### src/rtl/wb_arb_pkg.sv
// Shared types and helpers for the Wishbone round-robin arbiter family.
// Holds the FSM state enum, the rotate-priority pick function and the byte-select width helper.
package wb_arb_pkg;

    typedef enum logic {
        IDLE = 1'b0,
        BUSY = 1'b1
    } arb_state_e;

    localparam int MAX_MASTERS = 8;
    localparam int MAX_IDX_W   = $clog2(MAX_MASTERS);
    localparam int DEF_DAT_W   = 32;

    function automatic int sel_width(input int dat_w);
        return dat_w / 8;
    endfunction

    localparam int DEF_SEL_W = sel_width(DEF_DAT_W);

    // First requester scanning upward from last+1, wrapping at n.
    function automatic logic [MAX_MASTERS-1:0] rr_pick(
        input logic [MAX_MASTERS-1:0] req,
        input int unsigned            last,
        input int unsigned            n
    );
        logic [MAX_MASTERS-1:0] g;
        int unsigned            j;
        logic [MAX_IDX_W-1:0]   j_idx;
        g = '0;
        for (int unsigned k = 1; k <= MAX_MASTERS; k++) begin
            j = last + k;
            if (j >= n) j = j - n;
            j_idx = j[MAX_IDX_W-1:0];
            if (k <= n && g == '0 && req[j_idx]) g[j_idx] = 1'b1;
        end
        return g;
    endfunction

endpackage

### src/rtl/wb_rr_pick.sv
// Combinational rotate-priority encoder: request vector plus last winner in,
// one-hot winner and its index out. Shared with other round-robin arbiters.
module wb_rr_pick
    import wb_arb_pkg::*;
#(
    parameter int N     = 2,
    parameter int IDX_W = $clog2(N)
) (
    input  logic [N-1:0]     req,
    input  logic [IDX_W-1:0] last,
    output logic [N-1:0]     onehot,
    output logic [IDX_W-1:0] idx,
    output logic             any
);

    logic [MAX_MASTERS-1:0] w_req_ext;
    logic [MAX_MASTERS-1:0] w_pick;

    always_comb begin
        w_req_ext        = '0;
        w_req_ext[N-1:0] = req;
    end

    assign w_pick = rr_pick(w_req_ext, 32'(last), N);
    assign onehot = w_pick[N-1:0];
    assign any    = |w_pick;

    always_comb begin
        idx = '0;
        for (int i = 0; i < N; i++) begin
            if (onehot[i]) idx = IDX_W'(i);
        end
    end

endmodule

### src/rtl/wb_rr_arbiter.sv
// N-master round-robin arbiter in front of one Wishbone B4 classic slave; grant is held for
// the owner's whole cyc. Optional bus watchdog enabled by defining WB_ARB_TIMEOUT_EN.
module wb_rr_arbiter
    import wb_arb_pkg::*;
#(
    parameter int N_MASTERS = 2,
    parameter int ADR_W     = 32,
    parameter int DAT_W     = 32,
    parameter int TIMEOUT   = 255
) (
    input  logic                                  clk,
    input  logic                                  rst,
    input  logic [N_MASTERS-1:0]                  m_cyc,
    input  logic [N_MASTERS-1:0]                  m_stb,
    input  logic [N_MASTERS-1:0]                  m_we,
    input  logic [N_MASTERS*ADR_W-1:0]            m_adr,
    input  logic [N_MASTERS*DAT_W-1:0]            m_dat_w,
    input  logic [N_MASTERS*sel_width(DAT_W)-1:0] m_sel,
    output logic [DAT_W-1:0]                      m_dat_r,
    output logic [N_MASTERS-1:0]                  m_ack,
    output logic [N_MASTERS-1:0]                  m_err,
    output logic                                  s_cyc,
    output logic                                  s_stb,
    output logic                                  s_we,
    output logic [ADR_W-1:0]                      s_adr,
    output logic [DAT_W-1:0]                      s_dat_w,
    output logic [sel_width(DAT_W)-1:0]           s_sel,
    input  logic [DAT_W-1:0]                      s_dat_r,
    input  logic                                  s_ack,
    input  logic                                  s_err,
    output logic [N_MASTERS-1:0]                  grant
);

    localparam int SEL_W = sel_width(DAT_W);
    localparam int IDX_W = $clog2(N_MASTERS);

    arb_state_e           r_state, w_state_nxt;
    logic [N_MASTERS-1:0] r_grant, w_grant_nxt;
    logic [IDX_W-1:0]     r_last, w_last_nxt;
    logic [N_MASTERS-1:0] w_pick_oh;
    logic [IDX_W-1:0]     w_pick_idx;
    logic                 w_pick_any;
    logic                 w_busy;
    logic                 w_own_cyc;
    logic                 w_stb_raw;
    logic                 w_timeout;

    wb_rr_pick #(.N(N_MASTERS), .IDX_W(IDX_W)) u_pick (
        .req    (m_cyc),
        .last   (r_last),
        .onehot (w_pick_oh),
        .idx    (w_pick_idx),
        .any    (w_pick_any)
    );

    // r_last doubles as the owner index while BUSY, since it is set to the winner on grant.
    assign w_busy    = (r_state == BUSY);
    assign w_own_cyc = m_cyc[r_last];
    assign w_stb_raw = w_busy & w_own_cyc & m_stb[r_last];

`ifdef WB_ARB_TIMEOUT_EN
    localparam int CNT_W = $clog2(TIMEOUT + 1);
    logic [CNT_W-1:0] r_wd_cnt;

    always_ff @(posedge clk or negedge rst) begin
        if (!rst) begin
            r_wd_cnt <= '0;
        end else if (!w_busy || s_ack || s_err || w_timeout) begin
            r_wd_cnt <= '0;
        end else if (w_stb_raw) begin
            r_wd_cnt <= r_wd_cnt + 1'b1;
        end
    end

    // Fires on the TIMEOUT-th unanswered strobe cycle.
    assign w_timeout = w_stb_raw & ~s_ack & ~s_err & (r_wd_cnt == CNT_W'(TIMEOUT - 1));
`else
    assign w_timeout = 1'b0;
`endif

    always_ff @(posedge clk or negedge rst) begin
        if (!rst) begin
            r_state <= IDLE;
            r_grant <= '0;
            r_last  <= IDX_W'(N_MASTERS - 1);
        end else begin
            r_state <= w_state_nxt;
            r_grant <= w_grant_nxt;
            r_last  <= w_last_nxt;
        end
    end

    always_comb begin
        w_state_nxt = r_state;
        w_grant_nxt = r_grant;
        w_last_nxt  = r_last;
        case (r_state)
            IDLE: begin
                if (w_pick_any) begin
                    w_state_nxt = BUSY;
                    w_grant_nxt = w_pick_oh;
                    w_last_nxt  = w_pick_idx;
                end
            end
            BUSY: begin
                if (!w_own_cyc || w_timeout) begin
                    w_state_nxt = IDLE;
                    w_grant_nxt = '0;
                end
            end
        endcase
    end

    assign s_cyc   = w_busy & w_own_cyc & ~w_timeout;
    assign s_stb   = w_stb_raw & ~w_timeout;
    assign s_we    = w_busy & m_we[r_last];
    assign s_adr   = w_busy ? m_adr[r_last*ADR_W +: ADR_W] : '0;
    assign s_dat_w = w_busy ? m_dat_w[r_last*DAT_W +: DAT_W] : '0;
    assign s_sel   = w_busy ? m_sel[r_last*SEL_W +: SEL_W] : '0;

    assign m_ack   = r_grant & {N_MASTERS{s_ack & s_cyc}};
    assign m_err   = r_grant & {N_MASTERS{(s_err & s_cyc) | w_timeout}};
    assign m_dat_r = s_dat_r;
    assign grant   = r_grant;

endmodule

### config.mk
export PLATFORM = sky130hd
export DESIGN_NAME = wb_rr_arbiter
export DESIGN_NICKNAME = d
export VERILOG_FILES = /design/src/rtl/wb_arb_pkg.sv /design/src/rtl/wb_rr_pick.sv /design/src/rtl/wb_rr_arbiter.sv
export SDC_FILE = /design/constraint.sdc
export NUM_CORES = 1
export LEC_CHECK = 0
export ABC_AREA = 1
export CELL_PAD_IN_SITES_DETAIL_PLACEMENT = 1
export CELL_PAD_IN_SITES_GLOBAL_PLACEMENT = 1
export CORE_MARGIN = 3
export CORE_UTILIZATION = 10
export CTS_BUF_LIST = sky130_fd_sc_hd__clkbuf_16
export DETAILED_ROUTE_END_ITERATION = 8
export GPL_TIMING_DRIVEN = 0
export PLACE_DENSITY_LB_ADDON = 0.12
export SKIP_CTS_REPAIR_TIMING = 1
export SYNTH_ARGS = -nofsm -noshare
export SYNTH_HDL_FRONTEND = slang
export SYNTH_HIERARCHICAL = 1
export SYNTH_SLANG_ARGS = --single-unit
### constraint.sdc
create_clock -name clk -period 1.05 [get_ports clk]
set_input_delay 0.1575 -clock clk [delete_from_list [all_inputs] [get_ports clk]]
set_output_delay 0.1575 -clock clk [all_outputs]
set_load 0.02 [all_outputs]
==> run metrics, run 1 <==
CP Launch Point=r_last; Clk network pwr share=5.1%; Distinct cells, synth=19; detailed-route via count=2950; Data required, critical path=0.89 ns; combinational group share of total power=92.4%; WL/cell=between 10 and 15 um; area of the die=16910 um2; Sink Count=4; GPL Wtd Cong=slightly above 0.7; Net Count, Synth=483; startpoint types=flop; core box area=14810 um2; n_diodes=0; R2R Setup Slk=-0.46 ns; pwr/cell area=about 2400 nW/um2; CP max FO=10; failing checks=negative setup slack; DP Worst Slack=-1.005 ns; # nets final=between 700 and 800; Final period util=166.1%; TritonCTS clock tree=yes; grt ovf=0; Tot GR Track Use=11.35%; crit path DAT=1.59 ns; switching share of power=between 50% and 60%; Tightest Pin Transition=0.2512 ns; RSZ-0062 raised after global routing=true; Clock Pin Slew Worst Setup and Hold Paths=0.03 ns; Synth Area per Inst=5.046 um2; CTS Buffer Depth=2; Critical Path End Type=output port; FF-to-FF path depth=8; Mapped Area=between 1500 and 2000 um2; Post-Synthesis Cells=around 300; final hold slack=0.1455 ns; Setup Crit Path Kind=reg -> out; vias in the first global route=2966; die width=130.1 um; share of layout cells above drive strength 1=47.92%; H-tree depth=1; largest net degree at the start of global routing=11; worst relative slew slack=83.08%; initial antenna violation count=0; Tmin final=1.744 ns; count of final setup violators=79; Leak=around 2.2 nW; DRC=0; Power Internal=slightly below 0.006 W; Min-Delay Path Class=in -> async; #FFs+latches synth=4; status=finished with violations; TritonRoute pass-1 iters=3; antenna-violating nets left=0; fillcell total=1797; FMAX=~570 MHz; final core utilization=34.01%; maximum vdd drop=0.7779 mV; Starting DRT DRC Count=40; Die Ht=130.1 um; Synth Warn #=6; setup_tns=-47.63 ns; port buffer count=254; Critical R2R Launch=r_last; Final Hold Fails=0; Final WS setup=-0.6937 ns; # Max-Cap Violations=0; sequential cell area fraction in the yosys report=6.585%; num rows=44; Vias per Instance=3.882; switching power=0.006226 W; # IOs=287; Power, Total=0.01200 W; clock buffer count from CTS=3; Layout area overhead=227.2%; Slew Viols, Final=0; first-pass GRT wire length=15.60 mm; Clock Latency Late Sink=0.23 ns; skew final=between 0.002 and 0.003 ns; Final HPWL DP=9.352 mm; Starting Density=about 10%; Root Driver=clkbuf_16; drt total wl=11.06 mm; Seq pwr share=2.5%
-- stage by stage --
stage	area, um2	cells
floorplan	1780	305
global placement	4553	743
detailed placement	4553	743
global route	5036	760
finish	5036	760
CTS	4632	747
-- power groups by stage --
stage | clock network, W | registers, W | logic, W
floorplan | 0 | 0.000330 | 0.00534
global placement | 0 | 0.000298 | 0.00978
detailed placement | 0 | 0.000300 | 0.00986
CTS | 0.000622 | 0.000300 | 0.00992
global route | 0.000635 | 0.000313 | 0.0120
finish | 0.000609 | 0.000301 | 0.0111
-- registers in the layout (all words and copies together), names as in the netlist --
name     count
grant        2
r_last       1
r_state      1
-- worst paths after layout --
| check | endpoint |
|---|---|
| max | m_ack[1] |
| min | grant[0] |
| max reg2reg | grant[1] |
| min reg2reg | grant[0] |
| max in group asynchronous | r_last |
| min in group clk | grant[0] |
-- layout make-up --
cell class | instances | area (um2) | share of cell area [%]
repair buffers | 267 | 2630 | 52.22
multi-input cells | 234 | 1424 | 28.27
plain buffers | 56 | 514.2 | 10.21
well taps | 184 | 230.2 | 4.571
flip-flops and latches | 4 | 101.3 | 2.012
clock buffers | 3 | 75.07 | 1.491
inverters | 11 | 57.56 | 1.143
clock inverters | 1 | 3.754 | 0.07453
-- cells in the final DEF (no fill, tap or decap), types with 2 or more instances in the layout --
cell type,instances
clkbuf_16,7
nand2_2,2
inv_1,10
dfrtp_1,3
nand2_1,14
clkdlybuf4s50_1,177
buf_6,41
o21ai_2,8
buf_4,65
nor2_1,29
buf_8,8
o21ai_1,35
dlymetal6s2s_1,2
o21ai_0,27
or2_1,2
buf_2,13
clkbuf_2,9
nor2_2,97
buf_12,3
nor3_4,4
nor2_4,12
-- cells in the mapped netlist --
master	number	share of area, %
inv_2	1	0.24
inv_4	1	0.41
nor2_1	138	34
clkbuf_4	2	0.98
dfstp_2	1	1.7
buf_6	3	2.2
nand2_2	1	0.41
nand3_4	1	1.1
inv_1	9	2.2
o21ai_0	67	22
clkbuf_2	6	2.0
buf_2	7	2.3
o21ai_1	3	0.98
a21oi_1	2	0.65
or2_1	2	0.81
dfrtp_1	3	4.9
buf_4	38	19
nand2_1	16	3.9
nor3_1	4	1.3
-- kinds of logic (layout without fill, tap and decap cells) --
kind of cell | Yosys count | after routing | synth area share [%]
AO/OA/AOI/OAI | 72 | 72 | 23.41
AND/OR/NAND/NOR | 162 | 162 | 41.22
flip-flops | 4 | 4 | 6.586
buffers and inverters | 67 | 338 | 28.78
-- worst max-delay path: stages, from the launching register on --
cell,delay [ns]
dfstp_2,0.56
buf_12,0.16
inv_16,0.06
nand2_4,0.07
nand3_4,0.18
nor3_4,0.18
buf_6,0.14
-- per-layer routing --
metal	wire length, um	vias to the layer above	global-route usage (%)
met5	0	-	0
met4	44	0	1.100
met3	1166	4	3.602
met2	5896	151	21.73
met1	3947	1322	12.63
li1	-	1473	-
(Power assumes the default switching activity.)
==> run 2: changes to the inputs <==
--- a/config.mk
+++ b/config.mk
@@ -15,6 +15,7 @@
 export GPL_TIMING_DRIVEN = 0
 export PLACE_DENSITY_LB_ADDON = 0.12
 export SKIP_CTS_REPAIR_TIMING = 1
+export SLEW_MARGIN = 10
 export SYNTH_ARGS = -nofsm -noshare
 export SYNTH_HDL_FRONTEND = slang
 export SYNTH_HIERARCHICAL = 1
==> results of run 2 <==
No change in the layout: final DEF, timing and power equal those of run 1.
==> run 3: changes to the inputs <==
--- a/config.mk
+++ b/config.mk
@@ -14,6 +14,7 @@
 export DETAILED_ROUTE_END_ITERATION = 8
 export GPL_TIMING_DRIVEN = 0
 export PLACE_DENSITY_LB_ADDON = 0.12
+export REMOVE_ABC_BUFFERS = 1
 export SKIP_CTS_REPAIR_TIMING = 1
 export SLEW_MARGIN = 10
 export SYNTH_ARGS = -nofsm -noshare
==> run 3 against run 2 <==
The run still ends with negative setup slack left. Cell count decreased by 11%. Via count decreased by 7.5%. Sequential share of layout area increased by 0.77 points. Power decreased by 15%. Combinational power decreased by 18%. Sequential power increased by 63%. First-iteration DRC count increased by 2.5%. Global-route usage increased by 0.79 points. Critical endpoint is now m_err[0]. Cell area decreased by 22%. Non-clock buffer count decreased by 86. Die area unchanged.
==> run metrics, run 3 (synthesis gave the netlist of run 1 again) <==
antenna-violating nets left=0 (unchanged); Setup Crit Path Kind=reg -> out; Final WS setup=-0.7877 ns (-0.09400 ns); Data required, critical path=0.89 ns (about the same); commonest non-fill, non-tap cells in the layout=145 x clkdlybuf4s50_1, 114 x nor2_1, 63 x o21ai_0; failing checks=negative setup slack; vias in the first global route=2647 (-11%); Final Hold Fails=0 (unchanged); maximum vdd drop=0.7706 mV (-0.94%); pwr/cell area=2612 nW/um2 (+9.6%); first-pass GRT wire length=15.76 mm (+1.0%); Leak=1.774 nW (-18%); Starting DRT DRC Count=41 (+2.5%); # IOs=287 (unchanged); Final HPWL DP=8.863 mm (-5.2%); Starting Density=10.39% (unchanged); Clock Pin Slew Worst Setup and Hold Paths=0.03 ns (about the same); largest net degree at the start of global routing=75 (+64); Min-Delay Path Class=in -> async; Slew Viols, Final=0 (unchanged); Tot GR Track Use=12.15% (+0.79 points); area of the die=16910 um2 (unchanged); Die Ht=130.1 um (unchanged); Root Driver=clkbuf_16; Power, Total=0.01022 W (-15%); drt total wl=13.70 mm (+24%); detailed-route via count=2729 (-7.5%); Sink Count=4 (unchanged); count of final setup violators=79 (unchanged); CTS Buffer Depth=2 (unchanged); crit path DAT=1.68 ns (+0.09 ns); port buffer count=222 (-13%); skew final=0.005596 ns (+0.002939 ns); Final period util=175.0% (+9.0 points); TritonRoute pass-1 iters=2 (-1); GPL Wtd Cong=0.6754 (-4.5%); WL/cell=20.21 um (+39%); num rows=44 (unchanged); DRC=0 (unchanged); Critical Path End Type=output port; DP Worst Slack=-1.929 ns (-0.9244 ns); core box area=14810 um2 (unchanged); TritonCTS clock tree=yes; Vias per Instance=4.025 (+3.7%); # nets final=673 (-11%); initial antenna violation count=0 (unchanged); share of layout cells above drive strength 1=26.72% (-21 points); startpoint types=flop; R2R Setup Slk=-0.40 ns (+0.06 ns); Clock Latency Late Sink=0.23 ns (about the same); H-tree depth=1 (unchanged); clock buffer count from CTS=3 (unchanged); n_diodes=0 (unchanged); CP max FO=8 (-2); FMAX=544.2 MHz (-5.1%); Tmin final=1.838 ns (+0.09400 ns); # Max-Cap Violations=0 (unchanged); die width=130.1 um (unchanged); status=finished with violations; Tightest Pin Transition=0.2604 ns (+0.009250 ns); Layout area overhead=154.3%; final core utilization=26.43% (-7.6 points); RSZ-0062 raised after global routing=true; number of flip-flops in the largest register=2 (unchanged); fillcell total=1822 (+1.4%); worst relative slew slack=82.45% (-0.62 points); leading cell type in the layout, fill and taps excluded=clkdlybuf4s50_1; grt ovf=0 (unchanged)
==> run 3: cell count changes in the layout (fill, tap and decap cells not counted), sizes merged <==
cell and change:
buf -57, clkdlybuf4s50 -32, clkinv +2, dlymetal6s2s +3, inv +2
==> run 3: critical path, cell delays in order, from the launching register on <==
cell	delay (ns)
dfstp_4	0.67
buf_12	0.15
clkinv_16	0.05
nand2_4	0.05
nand3_4	0.12
nor3_2	0.22
buf_4	0.17
==> run 3: worst paths after layout <==
check | start | to | depth (start not counted)
worst min register to register | grant[1] | grant[1] | 2
min in group clk | s_dat_r[22] | m_dat_r[22] | 0
max in group asynchronous | rst | r_last | 1
worst max register to register | r_last | grant[1] | 6
worst min-delay path | rst | r_state | 1
worst max-delay path | r_last | m_err[0] | 6
==> run 3: metal layers <==
metal | global-route usage (%) | wire, um | vias up | share of wire, %
li1 | - | - | 1308 | -
met5 | 4.412 | 84 | - | 0.61
met4 | 1.100 | 53 | 2 | 0.39
met1 | 14.32 | 5576 | 1245 | 41
met2 | 19.76 | 6438 | 166 | 47
met3 | 6.672 | 1546 | 8 | 11
==> run 3: cell type report <==
cell class / instances / area [um2] / area share (%)
clock buffer: 3 / 75.07 / 1.918
clock inverter: 1 / 3.754 / 0.09591
inverter: 11 / 67.56 / 1.726
multi-input combinational: 234 / 1114 / 28.45
sequential: 4 / 108.9 / 2.781
tap: 184 / 230.2 / 5.882
timing repair buffer: 237 / 2241 / 57.26
timing repair inverter: 4 / 73.82 / 1.886
==> run 3: per-stage QoR <==
step           cell area (um2)  hold slack, ns  std cells  TNS [ns]
2_1_floorplan             1140         -0.1381        249    -60.81
3_3_place_gp              3592          0.3151        655   -172.17
3_5_place_dp              3617          0.3151        656   -120.28
4_1_cts                   3696          0.1364        660   -140.39
5_1_grt                   3914          0.1531        678    -59.54
6_report                  3914          0.1346        678    -54.73
==> run 3: report_power, final <==
group	internal, W	total, W	switching (W)
Clock	0.000492	0.000606	0.000114
Combinational	0.00361	0.00912	0.00551
Sequential	0.000268	0.000492	0.000224
Total	0.00437	0.0102	0.00585
